## config.mk

```make
export PLATFORM = sky130hd
export DESIGN_NAME = router_pkt_reg_p
export DESIGN_NICKNAME = d
export VERILOG_FILES = /design/src/rtl/router_pkt_reg_p.sv
export SDC_FILE = /design/constraint.sdc
export NUM_CORES = 1
export LEC_CHECK = 0
export BUFFER_PORTS_ARGS = -buffer_cell sky130_fd_sc_hd__buf_2
export CAP_MARGIN = 5
export CORE_AREA = 2 2 85 95
export DETAILED_ROUTE_END_ITERATION = 8
export DIE_AREA = 0 0 87 97
export PLACE_DENSITY = 0.68
export SETUP_SLACK_MARGIN = 0.3
export SYNTH_ARGS = -nofsm -noshare
export SYNTH_HDL_FRONTEND = slang
export SYNTH_SLANG_ARGS = --single-unit
export TNS_END_PERCENT = 1
```

## constraint.sdc

```tcl
create_clock -name clock -period 2.15 [get_ports clock]
set_input_delay 0.43 -clock clock [delete_from_list [all_inputs] [get_ports clock]]
set_output_delay 0.43 -clock clock [all_outputs]
set_load 0.1 [all_outputs]
```

## src/rtl/router_pkt_reg_p.sv

```systemverilog
// router_pkt_reg_p
//   Packet register and checker between the router input FSM and the
//   per-port FIFOs. It latches the header, forwards header, payload and
//   checksum bytes on dout, and parks one byte in hold_q while the
//   selected FIFO is full. It accumulates an XOR or CRC-8 checksum and
//   compares it with the trailing packet byte. It also compares the
//   payload count with the header length field and counts bad packets
//   in a saturating counter.
//
//   Flow control: there is no valid/ready pair on this block. A byte
//   is accepted whenever the FSM is in ld_state with pkt_valid high. If
//   fifo_full is high in that cycle, the byte goes to hold_q instead of
//   dout, and it is replayed on dout in the following laf_state.
//
// Ports
//   clock, resetn      rising-edge clock, asynchronous active-low reset
//   pkt_valid          high for header/payload, low on the checksum byte
//   fifo_full          selected FIFO is full
//   detect_add, lfd_state, ld_state, laf_state, full_state
//                      one-hot FSM state indications
//   rst_int_reg        clears low_packet_valid
//   data_in            input byte
//   dout               byte to FIFO
//   parity_done        checksum byte captured
//   low_packet_valid   end of packet seen
//   err                checksum mismatch
//   len_err            payload count differs from the header length field
//   err_count          saturating count of packets with err or len_err
module router_pkt_reg_p #(
    parameter int DATA_W    = 8,
    parameter int ADDR_W    = 2,
    parameter int NUM_PORTS = 3,
    parameter int CHK_MODE  = 0,
    parameter int ERR_CNT_W = 8
) (
    input  logic                 clock,
    input  logic                 resetn,
    input  logic                 pkt_valid,
    input  logic                 fifo_full,
    input  logic                 detect_add,
    input  logic                 lfd_state,
    input  logic                 ld_state,
    input  logic                 laf_state,
    input  logic                 full_state,
    input  logic                 rst_int_reg,
    input  logic [DATA_W-1:0]    data_in,
    output logic [DATA_W-1:0]    dout,
    output logic                 parity_done,
    output logic                 low_packet_valid,
    output logic                 err,
    output logic                 len_err,
    output logic [ERR_CNT_W-1:0] err_count
);

    localparam int                   LEN_W      = DATA_W - ADDR_W;
    localparam logic [DATA_W-1:0]    CRC_POLY   = DATA_W'(7);
    localparam logic [LEN_W-1:0]     LEN_MAX    = '1;
    localparam logic [ERR_CNT_W-1:0] ERR_MAX    = '1;
    localparam logic [ADDR_W:0]      PORT_LIMIT = (ADDR_W + 1)'(NUM_PORTS);

    logic [DATA_W-1:0] hdr_q;
    logic [DATA_W-1:0] hold_q;
    logic [DATA_W-1:0] chk;
    logic [DATA_W-1:0] pkt_chk_q;
    logic [LEN_W-1:0]  pay_cnt;
    logic              parity_done_d;

    logic hdr_ok;
    logic check_pulse;
    logic chk_bad;
    logic len_bad;

    // One checksum step: XOR the byte in, then (CRC mode) clock the
    // result through DATA_W MSB-first shifts of the CRC register.
    function automatic logic [DATA_W-1:0] fold(input logic [DATA_W-1:0] c,
                                               input logic [DATA_W-1:0] b);
        logic [DATA_W-1:0] x;
        x = c ^ b;
        if (CHK_MODE == 1) begin
            for (int i = 0; i < DATA_W; i++) begin
                x = x[DATA_W-1] ? ((x << 1) ^ CRC_POLY) : (x << 1);
            end
        end
        return x;
    endfunction

    assign hdr_ok      = {1'b0, data_in[ADDR_W-1:0]} < PORT_LIMIT;
    // The checks run in the cycle after parity_done rises. By then
    // pkt_chk_q holds the received checksum and chk has stopped moving.
    assign check_pulse = parity_done & ~parity_done_d;
    assign chk_bad     = chk != pkt_chk_q;
    assign len_bad     = pay_cnt != hdr_q[DATA_W-1:ADDR_W];

    always_ff @(posedge clock or negedge resetn) begin
        if (!resetn) begin
            dout             <= '0;
            parity_done      <= 1'b0;
            parity_done_d    <= 1'b0;
            low_packet_valid <= 1'b0;
            err              <= 1'b0;
            len_err          <= 1'b0;
            err_count        <= '0;
            hdr_q            <= '0;
            hold_q           <= '0;
            chk              <= '0;
            pkt_chk_q        <= '0;
            pay_cnt          <= '0;
        end else begin
            parity_done_d <= parity_done;

            if (check_pulse) begin
                err     <= chk_bad;
                len_err <= len_bad;
                if ((chk_bad || len_bad) && err_count != ERR_MAX) begin
                    err_count <= err_count + ERR_CNT_W'(1);
                end
            end

            // The state inputs are one-hot. The if/else chain gives the
            // priority used when several of them are high.
            if (detect_add) begin
                if (pkt_valid && hdr_ok) begin
                    hdr_q       <= data_in;
                    chk         <= '0;
                    pay_cnt     <= '0;
                    parity_done <= 1'b0;
                    err         <= 1'b0;
                    len_err     <= 1'b0;
                end
            end else if (lfd_state) begin
                dout <= hdr_q;
                chk  <= fold('0, hdr_q);
            end else if (ld_state) begin
                if (pkt_valid) begin
                    chk <= fold(chk, data_in);
                    if (pay_cnt != LEN_MAX) begin
                        pay_cnt <= pay_cnt + LEN_W'(1);
                    end
                    if (fifo_full) begin
                        hold_q <= data_in;
                    end else begin
                        dout <= data_in;
                    end
                end else begin
                    low_packet_valid <= 1'b1;
                    if (fifo_full) begin
                        hold_q <= data_in;
                    end else begin
                        pkt_chk_q   <= data_in;
                        dout        <= data_in;
                        parity_done <= 1'b1;
                    end
                end
            end else if (laf_state) begin
                // Replay the parked byte. Its checksum contribution was
                // already taken when it was first accepted.
                dout <= hold_q;
                if (low_packet_valid && !parity_done) begin
                    pkt_chk_q   <= hold_q;
                    parity_done <= 1'b1;
                end
            end else if (full_state) begin
                // Waiting on the FIFO: every register holds.
            end

            // The clear takes priority over a set in the same cycle.
            if (rst_int_reg) begin
                low_packet_valid <= 1'b0;
            end
        end
    end

endmodule

```

Yosys cells after proc, flatten, opt, wreduce, memory -nomap -nowiden --
Index checks and enable logic that the tools add are counted.
Storage, ports and cells: register bits after elaboration 59, bits of input ports 18, output and inout bits 20, logic and storage cells 97
Cells by class: add/subtract/negate cells 2, order comparisons 1, eq/ne operators 14, mux-type cells 38, bitwise logic cells 5, reduce and logical (&&, ||, !) cells 25
Operator list (number):
- $mux W8 | 13
- $mux W6 | 6
- $mux W1 | 19
- $reduce_bool A3 Y1 | 5
- $reduce_and A6 Y1 | 2
- $reduce_bool A2 Y1 | 6
- $ne A3 B3 Y1 const B | 3
- $add A8 B1 Y8 const B | 1
- $ne A2 B1 Y1 const B | 4
- $ne A8 B8 Y1 | 1
- $ne A8 B8 Y1 const B | 1
- $reduce_and A4 Y1 | 2
- $xor A8 B8 Y8 | 1
- $add A6 B1 Y6 const B | 1
- $ne A2 B2 Y1 const B | 3
- $ne A6 B6 Y1 | 1
- $ne A6 B6 Y1 const B | 1
- $reduce_and A3 Y1 | 2
- $reduce_and A5 Y1 | 1
- $reduce_and A2 Y1 | 2
- $logic_and A1 B1 Y1 | 3
- $not A1 Y1 | 3
- $lt A2 B2 Y1 const B | 1
- $and A1 B1 Y1 | 1
- 2 further kinds | 2

Logic depth before layout (Yosys ltp) --
Gate-level depths: netlist (run 1).
depth after elaboration 7, mapped depth 8, mapped depth without buffers 6

Worst setup path before layout (run 1) --
Ideal clock, no wire load.
path kind flip-flop to flip-flop, start register low_packet_valid, end register pkt_chk_q[0], library setup time 0.125 ns, data arrival time 2.040 ns, required time 2.025 ns, path slack -0.015 ns, stages on the path, launching flop included 6, clock period less this slack 2.165 ns, cell sequence dfrtp_1 nor4bb_1 a21oi_1 or3_1 buf_2 mux2_2
Between the ends: word-level cells in the longest chain between the ends 3
RTL lines:
- start, declared | line 49 | output logic low_packet_valid,
- start signal, assigned | line 99 | low_packet_valid <= 1'b0;
- start signal, assigned | line 145 | low_packet_valid <= 1'b1;
- start signal, assigned | line 168 | low_packet_valid <= 1'b0;
- $logic_and A1 B1 Y1 | line 158 | if (low_packet_valid && !parity_done) begin
- $reduce_bool A2 Y1 (no line)
- $reduce_and A6 Y1 (no line)
- end signal, assigned | line 149 | pkt_chk_q <= data_in;
- end signal, assigned | line 159 | pkt_chk_q <= hold_q;
- end, declared | line 64 | logic [DATA_W-1:0] pkt_chk_q;
Every way passes these cells. A chain may end at the register's enable or synchronous reset.

Worst setup path after layout (run 1) --
start register pay_cnt[1], end register err_count[1]
Between the ends: word-level cells in the longest chain between the ends 4
RTL lines:
- start, declared | line 65 | logic [LEN_W-1:0] pay_cnt;
- start signal, assigned | line 137 | pay_cnt <= pay_cnt + LEN_W'(1);
- $ne A6 B6 Y1 | line 92 | assign len_bad = pay_cnt != hdr_q[DATA_W-1:ADDR_W];
- $logic_or A1 B1 Y1 | line 114 | if ((chk_bad || len_bad) && err_count != ERR_MAX) begin
- $logic_and A1 B1 Y1 | line 114
- $reduce_and A2 Y1 (no line)
- end signal, assigned | line 115 | err_count <= err_count + ERR_CNT_W'(1);
- end, declared | line 52 | output logic [ERR_CNT_W-1:0] err_count
Every way passes these cells.

==> results of run 1 <==
## Yosys cell counts
library cell / n / area share [%]
mux2_2: 27 / 11
nand4_1: 4 / 0.86
nand4b_1: 1 / 0.30
ha_1: 2 / 0.86
dfrtp_1: 59 / 51
nor3b_1: 3 / 0.78
nand2b_1: 10 / 2.2
mux2i_1: 1 / 0.35
nor4_4: 1 / 0.73
and2_1: 4 / 0.86
or2_2: 1 / 0.22
nand2_1: 50 / 6.5
o21ai_0: 39 / 6.7
clkbuf_1: 7 / 0.91
xor2_1: 11 / 3.3
nand3_1: 10 / 1.7
buf_2: 6 / 1.0
a211oi_1: 2 / 0.52
inv_1: 4 / 0.52
or3_1: 1 / 0.22
a21oi_1: 5 / 0.86
and3_1: 2 / 0.43
nor3_1: 1 / 0.17
nor4bb_1: 1 / 0.35
o21bai_1: 1 / 0.26
o31ai_1: 1 / 0.26
o211ai_1: 1 / 0.26
xnor2_1: 17 / 5.1
nor2b_1: 2 / 0.43
nor2_1: 13 / 1.7
## sequential cells by signal, indices dropped and copies added, names as in the netlist, 6 cells and up
signal,count
chk,8
dout,8
err_count,8
hdr_q,8
hold_q,8
pkt_chk_q,8
pay_cnt,6
## worst max-delay path: stages (launching register included)
cell,delay [ns]
dfrtp_1,0.42
xnor2_1,0.21
nand4_1,0.20
nor4_4,0.30
buf_4,0.18
nor2_1,0.07
mux2_2,0.27
## power groups by stage
stage / clock network (W) / logic, W / registers [W]
finish: 0.000898 / 0.00131 / 0.00152
global route: 0.000974 / 0.00139 / 0.00154
CTS: 0.000914 / 0.00132 / 0.00152
detailed placement: 0 / 0.00131 / 0.00154
global placement: 0 / 0.00129 / 0.00152
floorplan: 0 / 0.000448 / 0.00212
## what timing repair did
item,CTS,global route
setup buffers,1,0
pin swaps,1,0
endpoints found under the setup margin,1,8
hold endpoints to repair,0,0
resized for setup,0,1
## cells by family after synthesis
kind of cell    Yosys count
flops                    59
buf+inv                  17
compound gates           49
simple gates            104
mux                      28
fa+ha+maj                 2
xor+xnor                 28
## final cells by class
type                    instances  area [µm²]
inverters                       4        15.0
well taps                      87         109
repair buffers                 46         268
fillers                       694        3990
flip-flops and latches         59        1490
clock inverters                 2        10.0
multi-input cells             211        1350
clock buffers                  14         163
## routing by layer
| metal | up-vias | routed length, µm | GRT usage [%] |
|---|---|---|---|
| li1 | 1062 | - | - |
| met5 | - | 0 | 0 |
| met3 | 8 | 324 | 4.69 |
| met4 | 0 | 105 | 5.65 |
| met1 | 1025 | 2860 | 20.7 |
| met2 | 39 | 2930 | 24.7 |
## final timing paths
path,endpoint,start,cells after the start
max,err_count[1]$_DFFE_PN0P_,pay_cnt[1]$_DFFE_PN0P_,6
max reg2reg,err_count[1]$_DFFE_PN0P_,pay_cnt[1]$_DFFE_PN0P_,6
min reg2reg,parity_done_d$_DFF_PN0_,parity_done$_DFFE_PN0P_,0
min in group clock,low_packet_valid$_DFFE_PN0P_,rst_int_reg,2
min,hold_q[3]$_DFFE_PN0P_,resetn,1
max in group asynchronous,hdr_q[5]$_DFFE_PN0P_,resetn,2
## stage by stage
step,utilization (%),worst slack (ns),instance area [µm²]
after global routing,46.0,0.313,3400
after detailed placement,43.5,0.181,3220
after floorplan,-,0.264,2910
final,46.0,0.390,3400
after global placement,43.5,0.222,3220
after CTS,46.0,0.323,3400
==> summary.md, run 1 <==
| Metric | Value |
|---|---|
| Sequential share of the synthesized area | `51.0%` |
| Critical path required time | `2.37 ns` |
| Worst slew pin tran | `0.617 ns` |
| Non-Filler Instances | `about 420` |
| Setup TNS Final | `0 ns` |
| Post-Syn Instances | `287` |
| Pwr dens | `approximately 1100 mW/mm²` |
| Routed WL | `6210 µm` |
| Total iterations of the first detailed-routing run | `4` |
| Internal | `0.00218 W` |
| Cell Rows | `33` |
| Largest net degree at the start of global routing | `36` |
| Core Area | `0.00739 mm²` |
| First-pass GRT wire length | `10100 µm` |
| Crit path time final | `roughly 1.8 ns` |
| # H-tree levels | `3` |
| Layout cells sized above 1 | `between 20 and 30%` |
| Leakage | `1.54 nW` |
| Max Cap Viol | `0` |
| Crit share post-route | `81.8%` |
| Placed cells | `406` |
| Synth unique cells | `30` |
| Synth Area in Compound Gates | `8.91%` |
| Crit Path Class | `reg -> reg` |
| Number of CTS-inserted buffers | `9` |
| Net Sw Frac | `41.5%` |
| Multiplexer share of the synthesized area | `between 10% and 20%` |
| Synth warnings | `0` |
| Clk pin slew, worst setup/hold paths | `0.07 ns` |
| Die height | `97 µm` |
| CP Launch Type | `flop` |
| Top Ports | `38` |
| Hold Vio Cnt, Final | `0` |
| Clock power share | `between 20 and 25%` |
| Run status | `finished, final reports clean` |
| Area of the mapped netlist | `between 0.002 and 0.003 mm²` |
| FMAX | `568 MHz` |
| Area grow syn2layout | `17.6%` |
| Slew headroom | `58.9%` |
| DRC violations left | `0` |
| Xor/xnor share of the synthesized area | `8.47%` |
| Vias | `2134` |
| Tot Pwr | `approximately 0.0037 W` |
| Detailed placer's ending HPWL | `4340 µm` |
| Adder-Cell Fraction of Synth Area | `0.865%` |
| Placer Congestion | `0.836` |
| Syn Area/Cell | `10.1 µm²` |
| Total inserted antenna cells | `0` |
| Layout Skew | `0.00775 ns` |
| Peak VDD IR | `between 500 and 600 µV` |
| Total congestion overflow | `0` |
| Crit path arrival time | `1.98 ns` |
| CP Capture Type | `flop` |
| DRT iter0 DRCs | `100` |
| Syn_nets | `307` |
| Overall die area | `0.00844 mm²` |
| RSZ-0062 raised after global routing | `false` |
| Switching power | `0.00154 W` |
| Worst-Skew Late Latency | `0.33 ns` |
| Vias/cell | `around 5.0` |
| Comb pwr share | `a little over a third` |
| Routed Antenna Nets | `0` |
| WL per Instance | `about 15 µm` |
| Die Wd | `around 87 µm` |
| Final nets | `351` |
| Main combinational cell family by area after synthesis | `simple AND/OR/NAND/NOR gates` |
| Hold buffer count at cts | `0` |
| Num Clock Sinks | `59` |
| Synth Area in Simple Gates | `17.4%` |
| Worst hold margin | `0.102 ns` |
| IO buf count | `36` |
| Worst Hold Class | `in -> async` |
| Register-to-Register Setup Slack | `0.39 ns` |
| Most frequent cells in the layout | `nand2_1, dfrtp_1, o21ai_0` |
| Starting Density | `39.2%` |
| CTS Buffer Depth | `2` |
| GRT Total Usage | `15.8%` |
| Initial antenna violation count | `0` |
| Crit-path max FO | `7` |
| Vias in the first global route | `2100` |
| Final setup vio count | `0` |
| #FFs+latches synth | `59` |
| Slew Viols, Final | `0` |
| CTS tree | `built` |
| Root Buffer | `clkbuf_8` |
| Sequential share of power | `roughly two fifths` |
Power figures use the tool's default switching activity.
==> run 2: changes to the inputs <==
Settings changed: ABC_AREA set to 1, CORE_AREA 2 2 85 95 to 2 2 87 98, DIE_AREA 0 0 87 97 to 0 0 89 100, PLACE_DENSITY 0.68 to 0.71.
Clock period 2.15 ns to 1.4 ns, I/O delays scaled along.
==> run 2 against run 1 <==
Effect of this change:
- the flow now finishes with violations (negative setup slack)
- sequential power grew 57%
- global-route usage is 3.1 points higher
- cell count grew 34%
- sequential share of layout area down 9.7 points
- highest routed layer unchanged
- largest power group is now combinational cells
- critical path type unchanged
- worst hold slack got worse by 0.021 ns
- critical endpoint is now err_count[4]$_DFFE_PN0P_
- clock power up 120%
- clock-buffer cell count fell by 4
- first-iteration DRC count up 29%
- non-clock buffer count increased by 23
==> summary.md, run 2 <==
| Metric | Value |
|---|---|
| # H-tree levels | `3 (unchanged)` |
| Peak VDD IR | `851 µV (was 565 µV)` |
| Num Clock Sinks | `59 (unchanged)` |
| Core Area | `0.00806 mm² (was 0.00739 mm²)` |
| Synth cell count leaders | `nand2_1, dfrtp_1, inv_1 (was dfrtp_1, nand2_1, o21ai_0)` |
| Crit share post-route | `102% (was 81.8%)` |
| HP Start | `rst_int_reg` |
| Initial antenna violation count | `0 (unchanged)` |
| RSZ-0062 raised after global routing | `true (was false)` |
| Largest net degree at the start of global routing | `24 (was 36)` |
| Failing checks | `negative setup slack` |
| Area grow syn2layout | `41.7% (was 17.6%)` |
| Asr flop ratio synth | `100% (unchanged)` |
| Placer Congestion | `0.847 (was 0.836)` |
| Starting Density | `38.5% (was 39.2%)` |
| Synth area leaders | `dfrtp_1, nand2_1, inv_1 (was dfrtp_1, mux2_2, o21ai_0)` |
| Root Buffer | `clkbuf_8 (unchanged)` |
| Crit path arrival time | `1.70 ns (was 1.98 ns)` |
| Top-count cell post-synth | `nand2_1 (was dfrtp_1)` |
| Post-synth EDFFs | `0 (unchanged)` |
| Slew headroom | `73.9% (was 58.9%)` |
| FMAX | `698 MHz (was 568 MHz)` |
| WL per Instance | `13.7 µm (was 14.7 µm)` |
| Syn_nets | `401 (was 307)` |
| Crit path time final | `1.43 ns (was 1.76 ns)` |
| Worst Hold Class | `in -> reg (was in -> async)` |
| Setup WS pre-CTS | `-0.0429 ns (was 0.181 ns)` |
| Synth top area share | `47.6% (was 51.0%)` |
| Syn Area/Cell | `8.15 µm² (was 10.1 µm²)` |
| Detailed placer's ending HPWL | `5510 µm (was 4340 µm)` |
| Slew Viols, Final | `0 (unchanged)` |
| Min-Delay Path Depth | `2` |
| Leakage | `2.13 nW (was 1.54 nW)` |
| First-pass GRT wire length | `12900 µm (was 10100 µm)` |
| Top Ports | `38 (unchanged)` |
| Final setup vio count | `8 (was 0)` |
| Crit Path Class | `reg -> reg (unchanged)` |
| GRT Total Usage | `18.9% (was 15.8%)` |
| Worst R2R Path Depth | `10 (was 6)` |
| Vias in the first global route | `2807 (was 2100)` |
| CP Capture Type | `flop (unchanged)` |
| IO buf count | `36 (unchanged)` |
| Commonest non-fill, non-tap cell in the layout | `nand2_1` |
| CTS Buffer Depth | `2 (unchanged)` |
| Vias/cell | `4.87 (was 5.04)` |
| Main flop type after synthesis | `dfrtp_1 (unchanged)` |
| Total iterations of the first detailed-routing run | `4 (unchanged)` |
| Pwr dens | `1540 mW/mm² (was 1090 mW/mm²)` |
| Area of the mapped netlist | `0.00310 mm² (was 0.00289 mm²)` |
| Run status | `finished, violations left (was finished, final reports clean)` |
| Max Cap Viol | `0 (unchanged)` |
| Final WS setup | `-0.0333 ns (was 0.390 ns)` |
| Routed Antenna Nets | `0 (unchanged)` |
| End point of the worst hold path | `low_packet_valid$_DFFE_PN0P_` |
| Critical path required time | `1.67 ns (was 2.37 ns)` |
| Synth warnings | `0 (unchanged)` |
| Cell Rows | `35 (was 33)` |
| Most frequent cells in the layout | `nand2_1, inv_1, dfrtp_1 (was nand2_1, dfrtp_1, o21ai_0)` |
| Clk pin slew, worst setup/hold paths | `0.07 ns (about the same)` |
| Sequential share of the synthesized area | `47.6% (was 51.0%)` |
| #FFs+latches synth | `59 (unchanged)` |
| Die height | `100 µm (was 97 µm)` |
| DRC violations left | `0 (unchanged)` |
| Routed WL | `7750 µm (was 6210 µm)` |
| Layout Skew | `0.0111 ns (was 0.00775 ns)` |
| Final nets | `471 (was 351)` |
| Total inserted antenna cells | `0 (unchanged)` |
| Number of CTS-inserted buffers | `9 (unchanged)` |
| Worst-Skew Late Latency | `0.34 ns (was 0.33 ns)` |
| Total congestion overflow | `0 (unchanged)` |
| Layout cells sized above 1 | `30.9% (was 29.2%)` |
| Post-Syn Instances | `381 (was 287)` |
| Crit Reg-Reg Startpoint | `pay_cnt[0]$_DFFE_PN0P_ (was pay_cnt[1]$_DFFE_PN0P_)` |
| Synth unique cells | `35 (was 30)` |
| CP Launch Type | `flop (unchanged)` |
| Largest area contributor in the netlist | `dfrtp_1 (unchanged)` |
| Die Wd | `89 µm (was 87 µm)` |
| DRT iter0 DRCs | `129 (was 100)` |
| Worst slew pin tran | `0.390 ns (was 0.617 ns)` |
| Vias | `2760 (was 2134)` |
| Overall die area | `0.00890 mm² (was 0.00844 mm²)` |
| Hold Vio Cnt, Final | `0 (unchanged)` |
| Register-to-Register Setup Slack | `-0.03 ns (was 0.39 ns)` |
| Crit-path max FO | `9 (was 7)` |
| Critical R2R Capture | `err_count[4]$_DFFE_PN0P_ (was err_count[1]$_DFFE_PN0P_)` |
| Final Util | `54.6% (was 46.0%)` |
| CTS tree | `built (unchanged)` |
## run 2: cell types whose count changed after synthesis, moves of 4 or more
cell / delta
a21boi_0: +5
inv_1: +49
nand2_1: +60
nand2b_1: -10
nor2_1: +7
o22ai_1: +12
xnor2_1: -13
and2_1: -4
mux2_2: -27
a31oi_1: +5
clkbuf_1: -5
o21ai_0: -7
nand4_1: +4
a21oi_1: +8
## run 2: logic make-up after synthesis
| logic type | synth area share, % |
|---|---|
| DFF | 47.6 |
| buffers and inverters | 8.75 |
| and+or+nand+nor | 23.1 |
| adders and majority gates | 0.806 |
| AOI/OAI and AO/OA | 14.8 |
| xor gates and xnor gates | 5.08 |
## run 2: metrics by stage
stage	hold WS, ns	setup TNS [ns]	total power, W	area (µm²)	cells
global route	0.0666	-1.22	0.00710	4400	567
finish	0.0810	-0.166	0.00678	4400	567
global placement	0.303	-0.162	0.00447	3850	549
detailed placement	0.309	-0.375	0.00454	3850	549
CTS	0.0751	-0.250	0.00677	4360	567
floorplan	-0.0156	-1.63	0.00382	3160	381
## run 2: layout make-up
class	instances	area, µm²
fillers	721	3660
well taps	111	139
repair buffers	69	791
flip-flops and latches	59	1500
inverters	55	209
multi-input cells	257	1510
clock inverters	6	111
clock buffers	10	138
## run 2: worst max-delay path, cell delays in order, from the launching register on
cell and delay, ns:
dfrtp_1 0.42, buf_4 0.16, nor2_1 0.09, nor2_1 0.05
nor2_1 0.08, nand2_1 0.09, nor2_4 0.13, nand2_4 0.11
nand3_4 0.12, nand2_1 0.07, nand2_1 0.06
## run 2: power breakdown
| group | total [W] | internal [W] | switching, W |
|---|---|---|---|
| Clock | 0.00196 | 0.00123 | 0.000726 |
| Sequential | 0.00238 | 0.00204 | 0.000340 |
| Combinational | 0.00245 | 0.000924 | 0.00152 |
| Total | 0.00678 | 0.00419 | 0.00259 |
## run 2: worst max path at each step
stage / to / start / cells past startpoint
5_1_grt: err_count[4]$_DFFE_PN0P_ / pay_cnt[1]$_DFFE_PN0P_ / 11
2_1_floorplan: err_count[7]$_DFFE_PN0P_ / err_count[0]$_DFFE_PN0P_ / 7
6_report: err_count[4]$_DFFE_PN0P_ / pay_cnt[0]$_DFFE_PN0P_ / 10
4_1_cts: err_count[7]$_DFFE_PN0P_ / pay_cnt[1]$_DFFE_PN0P_ / 11
3_3_place_gp: err_count[1]$_DFFE_PN0P_ / pay_cnt[0]$_DFFE_PN0P_ / 10
3_5_place_dp: err_count[1]$_DFFE_PN0P_ / chk[6]$_DFFE_PN0P_ / 10
## run 2: timing repair
action                                 CTS  global route
buffers inserted                         1             0
resized for setup                       69            15
setup endpoints to repair               45            68
hold buffers                             1             0
pin swaps                               17            17
endpoints found under the hold margin   17             0
## run 2: metal layers
layer	GRT usage, %	up-vias	part of all wire (%)	routed length, µm
li1	-	1365	-	-
met1	23.9	1316	42	3250
met2	31.1	61	52	4030
met3	3.95	18	3.7	289
met4	8.15	0	2.3	175
met5	0	-	0	0
==> run 3: changes to the inputs <==
Settings changed: ABC_AREA 1 to unset, CORE_AREA 2 2 87 98 to 2 2 102 104, DIE_AREA 0 0 89 100 to 0 0 104 106, PLACE_DENSITY 0.71 to 0.59.
==> run 3 against run 2 <==
Effect of this change:
- the flow still finishes with violations (negative setup slack)
- sequential power barely moved
- critical path depth fell by 4
- register-to-register slack got worse by 0.26 ns
- wire length fell by 7.8%
- sequential share of layout area rose by 0.51 points
- non-clock buffer count rose by 27
- critical endpoint is now err_count[3]$_DFFE_PN0P_
- largest cell class is now registers
- largest power group unchanged
==> summary.md, run 3 (synthesized netlist as in run 1, its figures left out) <==
| Metric | Value |
|---|---|
| Routed WL | `7140 µm (was 7750 µm)` |
| Worst Hold Class | `in -> reg (unchanged)` |
| CTS tree | `built (unchanged)` |
| Layout Skew | `0.00864 ns (was 0.0111 ns)` |
| Commonest non-fill, non-tap cell in the layout | `nand2_1 (unchanged)` |
| Peak VDD IR | `561 µV (was 851 µV)` |
| Crit share post-route | `121% (was 102%)` |
| # H-tree levels | `3 (unchanged)` |
| Slew Viols, Final | `0 (unchanged)` |
| Most frequent cells in the layout | `nand2_1, dfrtp_1, buf_4 (was nand2_1, inv_1, dfrtp_1)` |
| Number of CTS-inserted buffers | `9 (unchanged)` |
| GRT Total Usage | `14.2% (was 18.9%)` |
| Crit path time final | `1.69 ns (was 1.43 ns)` |
| Crit Path Class | `reg -> reg (unchanged)` |
| Total congestion overflow | `0 (unchanged)` |
| Vias/cell | `4.49 (was 4.87)` |
| Hold Vio Cnt, Final | `0 (unchanged)` |
| Multi-input gate area | `0.00145 mm² (was 0.00151 mm²)` |
| DRT iter0 DRCs | `95 (was 129)` |
| HP Start | `rst_int_reg (unchanged)` |
| Detailed placer's ending HPWL | `5070 µm (was 5510 µm)` |
| Max Cap Viol | `0 (unchanged)` |
| Area grow syn2layout | `49.5% (was 41.7%)` |
| Post-DP Area | `0.00383 mm² (was 0.00385 mm²)` |
| Critical Path Start | `pay_cnt[1]$_DFFE_PN0P_ (was pay_cnt[0]$_DFFE_PN0P_)` |
| Crit path arrival time | `1.91 ns (was 1.70 ns)` |
| Register area | `0.00150 mm² (about the same)` |
| Run status | `finished, violations left (unchanged)` |
| Placer Congestion | `0.765 (was 0.847)` |
| Largest net degree at the start of global routing | `60 (was 24)` |
| CTS Buffer Depth | `2 (unchanged)` |
| Initial antenna violation count | `0 (unchanged)` |
| Worst hold margin | `0.0872 ns (was 0.0810 ns)` |
| First-pass GRT wire length | `12300 µm (was 12900 µm)` |
| Starting Density | `28.9% (was 38.5%)` |
| Worst slew pin tran | `0.325 ns (was 0.390 ns)` |
| Die height | `106 µm (was 100 µm)` |
| RSZ-0062 raised after global routing | `true (unchanged)` |
| Total iterations of the first detailed-routing run | `4 (unchanged)` |
| Crit Reg-Reg Startpoint | `pay_cnt[1]$_DFFE_PN0P_ (was pay_cnt[0]$_DFFE_PN0P_)` |
| Failing checks | `negative setup slack (unchanged)` |
| Final nets | `401 (was 471)` |
| Critical path required time | `1.62 ns (was 1.67 ns)` |
| CP Launch Type | `flop (unchanged)` |
| Overall die area | `0.0110 mm² (was 0.00890 mm²)` |
| Fillers | `964 (was 721)` |
| Total inserted antenna cells | `0 (unchanged)` |
| Vias in the first global route | `2486 (was 2807)` |
| Cell Rows | `37 (was 35)` |
| Root Buffer | `clkbuf_8 (unchanged)` |
| Pwr dens | `1570 mW/mm² (was 1540 mW/mm²)` |
| Register-to-Register Setup Slack | `-0.29 ns (was -0.03 ns)` |
| Final setup vio count | `20 (was 8)` |
| WL per Instance | `13.7 µm (about the same)` |
| CP Capture Type | `flop (unchanged)` |
| Tot Pwr | `0.00680 W (was 0.00678 W)` |
| Slew headroom | `78.3% (was 73.9%)` |
| Routed Antenna Nets | `0 (unchanged)` |
| Leakage | `1.92 nW (was 2.13 nW)` |
| Core Area | `0.0100 mm² (was 0.00806 mm²)` |
| Clk pin slew, worst setup/hold paths | `0.07 ns (about the same)` |
| Layout cells sized above 1 | `43.4% (was 30.9%)` |
| Placed cells | `504 (was 549)` |
| Non-Filler Instances | `521 (was 567)` |
| Vias | `2339 (was 2760)` |
| Crit-path max FO | `7 (was 9)` |
| Top Ports | `38 (unchanged)` |
| Final WS setup | `-0.290 ns (was -0.0333 ns)` |
| Final instance area | `0.00433 mm² (was 0.00440 mm²)` |
| FMAX | `592 MHz (was 698 MHz)` |
| Die Wd | `104 µm (was 89 µm)` |
| Num Clock Sinks | `59 (unchanged)` |
| DRC violations left | `0 (unchanged)` |
| Worst-Skew Late Latency | `0.34 ns (about the same)` |
| IO buf count | `36 (unchanged)` |
==> run 3: per-stage QoR <==
| stage | setup TNS, ns | util, % | setup slack, ns |
|---|---|---|---|
| global placement | -7.98 | 38.3 | -0.294 |
| detailed placement | -8.61 | 38.3 | -0.311 |
| global route | -6.22 | 43.3 | -0.395 |
| CTS | -4.35 | 42.6 | -0.312 |
| floorplan | -6.45 | - | -0.379 |
| finish | -3.96 | 43.3 | -0.290 |
==> run 3: path summary, 6_finish.rpt <==
check,endpoint,cells after the start
max,err_count[3]$_DFFE_PN0P_,6
min,low_packet_valid$_DFFE_PN0P_,2
max reg2reg,err_count[3]$_DFFE_PN0P_,6
min reg2reg,hdr_q[0]$_DFFE_PN0P_,2
max in group asynchronous,low_packet_valid$_DFFE_PN0P_,3
min in group asynchronous,err_count[7]$_DFFE_PN0P_,3
==> run 3: layout make-up <==
class	instances	area share, %
Clock buffer	12	3.36
Clock inverter	3	0.926
Inverter	4	0.347
Multi-Input combinational cell	211	33.6
Sequential cell	59	34.6
Tap cell	136	3.93
Timing Repair Buffer	96	23.3
==> run 3: what timing repair did <==
| item | 4_1_cts | 5_1_grt |
|---|---|---|
| endpoints found under the setup margin | 68 | 67 |
| setup buffers | 0 | 1 |
| endpoints found under the hold margin | 59 | 0 |
| hold buffers | 1 | 0 |
| gates resized for setup | 65 | 25 |
| pin swaps | 5 | 5 |
==> run 3: power breakdown <==
part	switching [W]	total (W)	internal [W]
clock network	0.000657	0.00151	0.000856
registers	0.000281	0.00235	0.00206
logic	0.00165	0.00294	0.00129
total	0.00259	0.00680	0.00421
==> run 3: worst max-delay path, stage by stage (launching register included) <==
cell and delay [ns]:
dfrtp_1 0.41, xnor2_1 0.17, nand4_1 0.18, nor4_4 0.30
buf_4 0.19, nor3b_1 0.06, mux2_2 0.27
==> run 3: routing by layer <==
metal,up-vias,track usage (%),wire length [µm]
met5,-,0,0
met4,0,6.27,164
met3,12,3.00,199
met2,34,23.4,3450
met1,1131,18.0,3330
li1,1162,-,-
